[config.mk]
export PLATFORM = sky130hd
export DESIGN_NAME = game_input_conditioner
export DESIGN_NICKNAME = d
export VERILOG_FILES = /design/src/rtl/game_input_pkg.sv /design/src/rtl/game_debounce.sv /design/src/rtl/game_input_conditioner.sv
export SDC_FILE = /design/constraint.sdc
export NUM_CORES = 1
export LEC_CHECK = 0
export ABC_CLOCK_PERIOD_IN_PS = 3020
export BUFFER_PORTS_ARGS = -buffer_cell sky130_fd_sc_hd__buf_2
export CORE_UTILIZATION = 33
export CTS_BUF_LIST = sky130_fd_sc_hd__clkbuf_8 sky130_fd_sc_hd__clkbuf_16
export CTS_CLUSTER_DIAMETER = 100
export DETAILED_ROUTE_END_ITERATION = 12
export SLEW_MARGIN = 20
export SYNTH_ARGS = -nofsm -noshare
export SYNTH_HDL_FRONTEND = slang
export SYNTH_HIERARCHICAL = 1
export SYNTH_SLANG_ARGS = --single-unit
[constraint.sdc]
create_clock -name clk -period 3.02 [get_ports clk]
set_clock_uncertainty 0.1 [all_clocks]
set_input_delay 0.302 -clock clk [delete_from_list [all_inputs] [get_ports clk]]
set_output_delay 0.302 -clock clk [all_outputs]
set_load 0.02 [all_outputs]
[src/rtl/game_input_pkg.sv]
// Shared definitions for the board-input conditioning path: debounce state
// encoding and debounce length constants.
package game_input_pkg;

    // 10 ms at a 25 MHz pixel clock.
    localparam int unsigned DEBOUNCE_CYCLES_DEFAULT = 250000;

    // Short qualification window used when simulating the block.
    localparam int unsigned DEBOUNCE_CYCLES_SIM = 4;

    // Debounce state encoding; bit 0 set means the input is currently seen as high
    // (or qualifying towards high) and bit 1 set means the accepted level is high.
    typedef enum logic [1:0] {
        STABLE_LO = 2'b00,
        WAIT_HI   = 2'b01,
        STABLE_HI = 2'b11,
        WAIT_LO   = 2'b10
    } deb_state_e;

    // True while a new level is being qualified.
    function automatic logic deb_is_wait(input deb_state_e st);
        return (st == WAIT_HI) || (st == WAIT_LO);
    endfunction

endpackage : game_input_pkg

[src/rtl/game_debounce.sv]
// One-bit conditioner: two-flop synchronizer, optional polarity inversion,
// debounce FSM with qualification counter, registered level and edge pulses.
module game_debounce
    import game_input_pkg::*;
#(
    parameter int unsigned DEBOUNCE_CYCLES = DEBOUNCE_CYCLES_DEFAULT, // must be >= 2
    parameter bit          ACTIVE_LOW      = 1'b0
) (
    input  logic clk,
    input  logic reset,
    input  logic raw_i,
    output logic level_o,
    output logic rise_o,
    output logic fall_o
);

    localparam int unsigned          CNT_WIDTH = $clog2(DEBOUNCE_CYCLES);
    localparam logic [CNT_WIDTH-1:0] CNT_LAST  = CNT_WIDTH'(DEBOUNCE_CYCLES - 1);

    logic                 sync1_q;
    logic                 sync2_q;
    logic                 active_c;
    logic                 cnt_done_c;
    deb_state_e           state_q;
    deb_state_e           state_d;
    logic [CNT_WIDTH-1:0] cnt_q;
    logic [CNT_WIDTH-1:0] cnt_d;
    logic                 level_q;
    logic                 level_d;
    logic                 rise_q;
    logic                 rise_d;
    logic                 fall_q;
    logic                 fall_d;

    // Synchronized sample normalized so that 1 always means asserted.
    assign active_c   = sync2_q ^ ACTIVE_LOW;
    assign cnt_done_c = (cnt_q == CNT_LAST);

    // State, counter, synchronizer and output registers; synchronizer resets to the idle level.
    always_ff @(posedge clk) begin
        if (!reset) begin
            sync1_q <= ACTIVE_LOW;
            sync2_q <= ACTIVE_LOW;
            state_q <= STABLE_LO;
            cnt_q   <= '0;
            level_q <= 1'b0;
            rise_q  <= 1'b0;
            fall_q  <= 1'b0;
        end else begin
            sync1_q <= raw_i;
            sync2_q <= sync1_q;
            state_q <= state_d;
            cnt_q   <= cnt_d;
            level_q <= level_d;
            rise_q  <= rise_d;
            fall_q  <= fall_d;
        end
    end

    // Next-state: any disagreement during qualification falls back to the stable state.
    always_comb begin
        state_d = state_q;
        unique case (state_q)
            STABLE_LO: if (active_c)        state_d = WAIT_HI;
            WAIT_HI: begin
                if (!active_c)              state_d = STABLE_LO;
                else if (cnt_done_c)        state_d = STABLE_HI;
            end
            STABLE_HI: if (!active_c)       state_d = WAIT_LO;
            WAIT_LO: begin
                if (active_c)               state_d = STABLE_HI;
                else if (cnt_done_c)        state_d = STABLE_LO;
            end
        endcase
    end

    // Counter and output next values: counter clears on every state change, level and
    // pulses change only when a qualification completes.
    always_comb begin
        cnt_d   = cnt_q;
        level_d = level_q;
        rise_d  = 1'b0;
        fall_d  = 1'b0;
        if (state_d != state_q) begin
            cnt_d = '0;
        end else if (deb_is_wait(state_q) && !cnt_done_c) begin
            cnt_d = cnt_q + CNT_WIDTH'(1);
        end
        if ((state_q == WAIT_HI) && (state_d == STABLE_HI)) begin
            level_d = 1'b1;
            rise_d  = 1'b1;
        end
        if ((state_q == WAIT_LO) && (state_d == STABLE_LO)) begin
            level_d = 1'b0;
            fall_d  = 1'b1;
        end
    end

    assign level_o = level_q;
    assign rise_o  = rise_q;
    assign fall_o  = fall_q;

endmodule : game_debounce

[src/rtl/game_input_conditioner.sv]
// Board input conditioner: debounces the fire key and the slide switches and
// produces clean levels plus single-cycle press/release/change pulses.
module game_input_conditioner
    import game_input_pkg::*;
#(
    parameter int unsigned DEBOUNCE_CYCLES = DEBOUNCE_CYCLES_DEFAULT, // must be >= 2
    parameter int unsigned SW_WIDTH        = 2,
    parameter bit          KEY_ACTIVE_LOW  = 1'b1
) (
    input  logic                clk,
    input  logic                reset,
    input  logic                key_raw,
    input  logic [SW_WIDTH-1:0] sw_raw,
    output logic                key_down,
    output logic                key_press,
    output logic                key_release,
    output logic [SW_WIDTH-1:0] sw,
    output logic                sw_changed
);

    logic [SW_WIDTH-1:0] sw_rise;
    logic [SW_WIDTH-1:0] sw_fall;

    // Fire key channel, normalized so key_down = 1 means pressed.
    game_debounce #(
        .DEBOUNCE_CYCLES (DEBOUNCE_CYCLES),
        .ACTIVE_LOW      (KEY_ACTIVE_LOW)
    ) u_key (
        .clk     (clk),
        .reset   (reset),
        .raw_i   (key_raw),
        .level_o (key_down),
        .rise_o  (key_press),
        .fall_o  (key_release)
    );

    // One independent channel per slide switch.
    for (genvar i = 0; i < SW_WIDTH; i++) begin : g_sw
        game_debounce #(
            .DEBOUNCE_CYCLES (DEBOUNCE_CYCLES),
            .ACTIVE_LOW      (1'b0)
        ) u_sw (
            .clk     (clk),
            .reset   (reset),
            .raw_i   (sw_raw[i]),
            .level_o (sw[i]),
            .rise_o  (sw_rise[i]),
            .fall_o  (sw_fall[i])
        );
    end

    // Per-bit pulses are registered and aligned with sw, so one OR gives a single
    // pulse even when several bits settle on the same edge.
    assign sw_changed = |(sw_rise | sw_fall);

endmodule : game_input_conditioner

==> results.py <==
metrics = {
    "status": {
        "status": "complete, no violations",
    },
    "pwr": {
        "p_leak_nw": 1.67,
        "power_density_nw_per_um2": 525,
        "total_power_mw": 2.44,
        "ir_drop_mv": 0.276,
    },
    "cells_and_area": {
        "drive_above_1_share_pct": 11.3,
        "synthToLayoutAreaGrowth_pct": 13.4,
        "antenna_cells": 0,
        "fill_cells": 1217,
        "final_nets": 508,
    },
    "clocking": {
        "cts_tree": "yes",
        "numClockSinks": 75,
        "clk_pin_slew_ps": 60,
        "clockBufferDepth": 2,
        "ctsHoldBuffers": 0,
        "htree_levels": 3,
        "cts_setup_buffers": 0,
        "cts_resized": 0,
        "cts_buffers": 9,
        "root_buffer": "clkbuf_16",
        "clock_latency_ps": 330,
    },
    "grt": {
        "antenna_found_initial": 0,
        "grt_max_degree": 19,
        "met2_usage_pct": 22.1,
        "grt_usage_pct": 13.8,
        "grt_pass1_wl_mm": 14.2,
        "met1_usage_pct": 17.5,
        "grt_busiest_layer": "met2",
        "use_met3_pct": 4.12,
        "grt_pass1_vias": 3132,
        "overflow": 0,
    },
    "floorplan": {
        "std_cell_rows": 40,
        "start_util_pct": 33.9,
        "core_area_um2": 12100,
        "die-area_um2": 12800,
        "die_w_um": 113,
        "die_h_um": 113,
        "num_io_pins": 11,
    },
    "logic_synthesis": {
        "yosysMostFrequentCell": "dfxtp_1",
        "synth-compound-area-share_pct": 13.3,
        "synth-seq-cells": 75,
        "async_flop_share_pct": 0,
        "netlist_area_um2": 4090,
        "synth_top_family_by_area": "simple AND/OR/NAND/NOR gates",
        "syn_nets": 492,
        "seq_area_frac_synth_pct": 36.7,
        "netlist_instances": 466,
        "syn_area_per_cell_um2": 8.78,
        "yosysTopAreaCell": "dfxtp_1",
        "synth_ff_type": "dfxtp_1",
        "synth-xor-area-share_pct": 9.42,
        "synthAdderAreaFrac_pct": 6.42,
        "synth_top_area_share_pct": 36.7,
        "ys_warn_count": 6,
        "synth_edf_count": 0,
        "yosys.area_share.simple_pct": 30.2,
        "synthTopCellsByArea": "dfxtp_1 37%, xor2_1 8.6%, ha_1 6.4%",
        "synthTopCellsByCount": "75 x dfxtp_1, 61 x nor2_1, 40 x xor2_1",
        "synth.distinct_cells": 62,
        "synthMuxAreaShare_pct": 0.245,
    },
    "setup_path": {
        "crit_path_top_delay_cell": "or4b_1",
        "setup.worst_path.end": "g_sw[0].u_sw/cnt_q[9]",
        "critPathKind": "reg -> reg",
        "critPathMaxStageDelay_ps": 550,
        "startpoint_type": "register",
        "crit_path_max_fanout": 18,
        "crit_arrival_ps": 2710,
        "end_kind": "register",
        "crit_path_cell_trace": "or4b_1 -> or4_4 -> or3_1 -> a211o_1 -> nand3_4 -> nor2_1",
        "ff2ff_path_depth": 6,
        "r2r-start": "g_sw[0].u_sw/cnt_q[8]",
        "cp-startpoint": "g_sw[0].u_sw/cnt_q[8]",
        "rr_endpoint": "g_sw[0].u_sw/cnt_q[9]",
        "ff2ff_setup_slack_ps": 430,
        "worstPathRequired_ps": 3130,
    },
    "drt": {
        "viasPerCell": 5.06,
        "wl_per_cell_um": 12.4,
        "vias": 3313,
        "drt-pass1-iter-count": 6,
        "drc": 0,
        "drtAntennaViolNets": 0,
        "dr.first_iter.drc_count": 221,
        "routed_wl_mm": 8.15,
    },
    "flow_run": {
        "maxCapViolCount": 0,
    },
    "timing": {
        "finalCritPeriodShare_pct": 85.9,
        "relSlewSlack_pct": 32.1,
        "tns_ps": 0,
        "hold_slack_ps": 71.8,
        "setup_violations": 0,
        "rsz0062_at_grt": "false",
        "final_max_slew_viol_count": 0,
        "worst_pin_slew_ps": 1010,
        "finalCriticalPeriod_ps": 2590,
        "finalHoldViolations": 0,
        "max_freq_mhz": 386,
    },
    "place": {
        "dp_hpwl_mm": 5.79,
        "gp_congestion": 0.839,
        "buffer_ports.inserted": 10,
    },
    "worst_hold_path": {
        "hp-class": "in -> reg",
    },
}
## how the worst min path moves through the flow
stage	slack, ps	cells after the start	to	start
after floorplan	280	1	u_key/sync1_q	reset
after global placement	290	1	u_key/sync2_q	u_key/sync1_q
after detailed placement	300	1	u_key/sync2_q	u_key/sync1_q
after CTS	60	2	u_key/sync1_q	key_raw
after global routing	80	2	u_key/sync1_q	key_raw
final	70	2	u_key/sync1_q	key_raw
## power breakdown
group | switching (mW) | internal, mW
Combinational | 0.168 | 0.0839
Clock | 0.405 | 0.745
Sequential | 0.0238 | 1.01
## flip-flops by register name, indices dropped and copies added, names as in the netlist
register / flops
g_sw.u_sw/active_c: 2
g_sw.u_sw/cnt_q: 36
g_sw.u_sw/fall_o: 2
g_sw.u_sw/level_o: 2
g_sw.u_sw/rise_o: 2
g_sw.u_sw/state_q: 4
g_sw.u_sw/sync1_q: 2
u_key/cnt_q: 18
u_key/fall_o: 1
u_key/level_o: 1
u_key/rise_o: 1
u_key/state_q: 2
u_key/sync1_q: 1
u_key/sync2_q: 1
## through the flow
stage | area [um2] | utilization, % | std cells | worst slack (ps)
5_1_grt | 4640 | 38.5 | 655 | 271
4_1_cts | 4640 | 38.5 | 655 | 423
2_1_floorplan | 4090 | - | 466 | 515
6_report | 4640 | 38.5 | 655 | 427
3_5_place_dp | 4310 | 35.7 | 639 | 434
3_3_place_gp | 4310 | 35.7 | 639 | 476
## layer usage
metal / vias up / routed length, um
met4: 0 / 82
met2: 55 / 3770
met3: 7 / 325
met1: 1550 / 3960
li1: 1701 / -
met5: - / 0
## layout by cell type (no fill, tap or decap), types with 9 or more instances in the layout
master	count
o21ai_0	17
a21oi_1	16
xor2_1	40
buf_2	10
nand2_1	39
inv_1	22
nor2_1	61
dfxtp_1	75
nand4_1	11
clkbuf_16	9
ha_1	21
nand3_1	29
## kinds of logic (layout without fill, tap and decap cells)
group,after synthesis,after routing
compound gates,76,76
xor+xnor,44,44
fa+ha+maj,21,21
buf+inv,31,52
flops,75,75
mux,1,1
simple gates,218,218
## worst max-delay path, delay by kind of cell, from the launching register on
family           cells  cell delay [ps]
AO/OA/AOI/OAI        1              340
flip-flops           1              350
AND/OR/NAND/NOR      5             1670
## cell type report
class,count,area (um2),area share (%)
multi-input combinational,360,2440,52.5
sequential,75,1500,32.4
clock inverter,6,88.8,1.92
timing repair buffer,14,80.1,1.73
inverter,22,82.6,1.78
tap,168,210,4.53
clock buffer,10,239,5.15
Note: power is estimated with default switching activity, not from simulation.
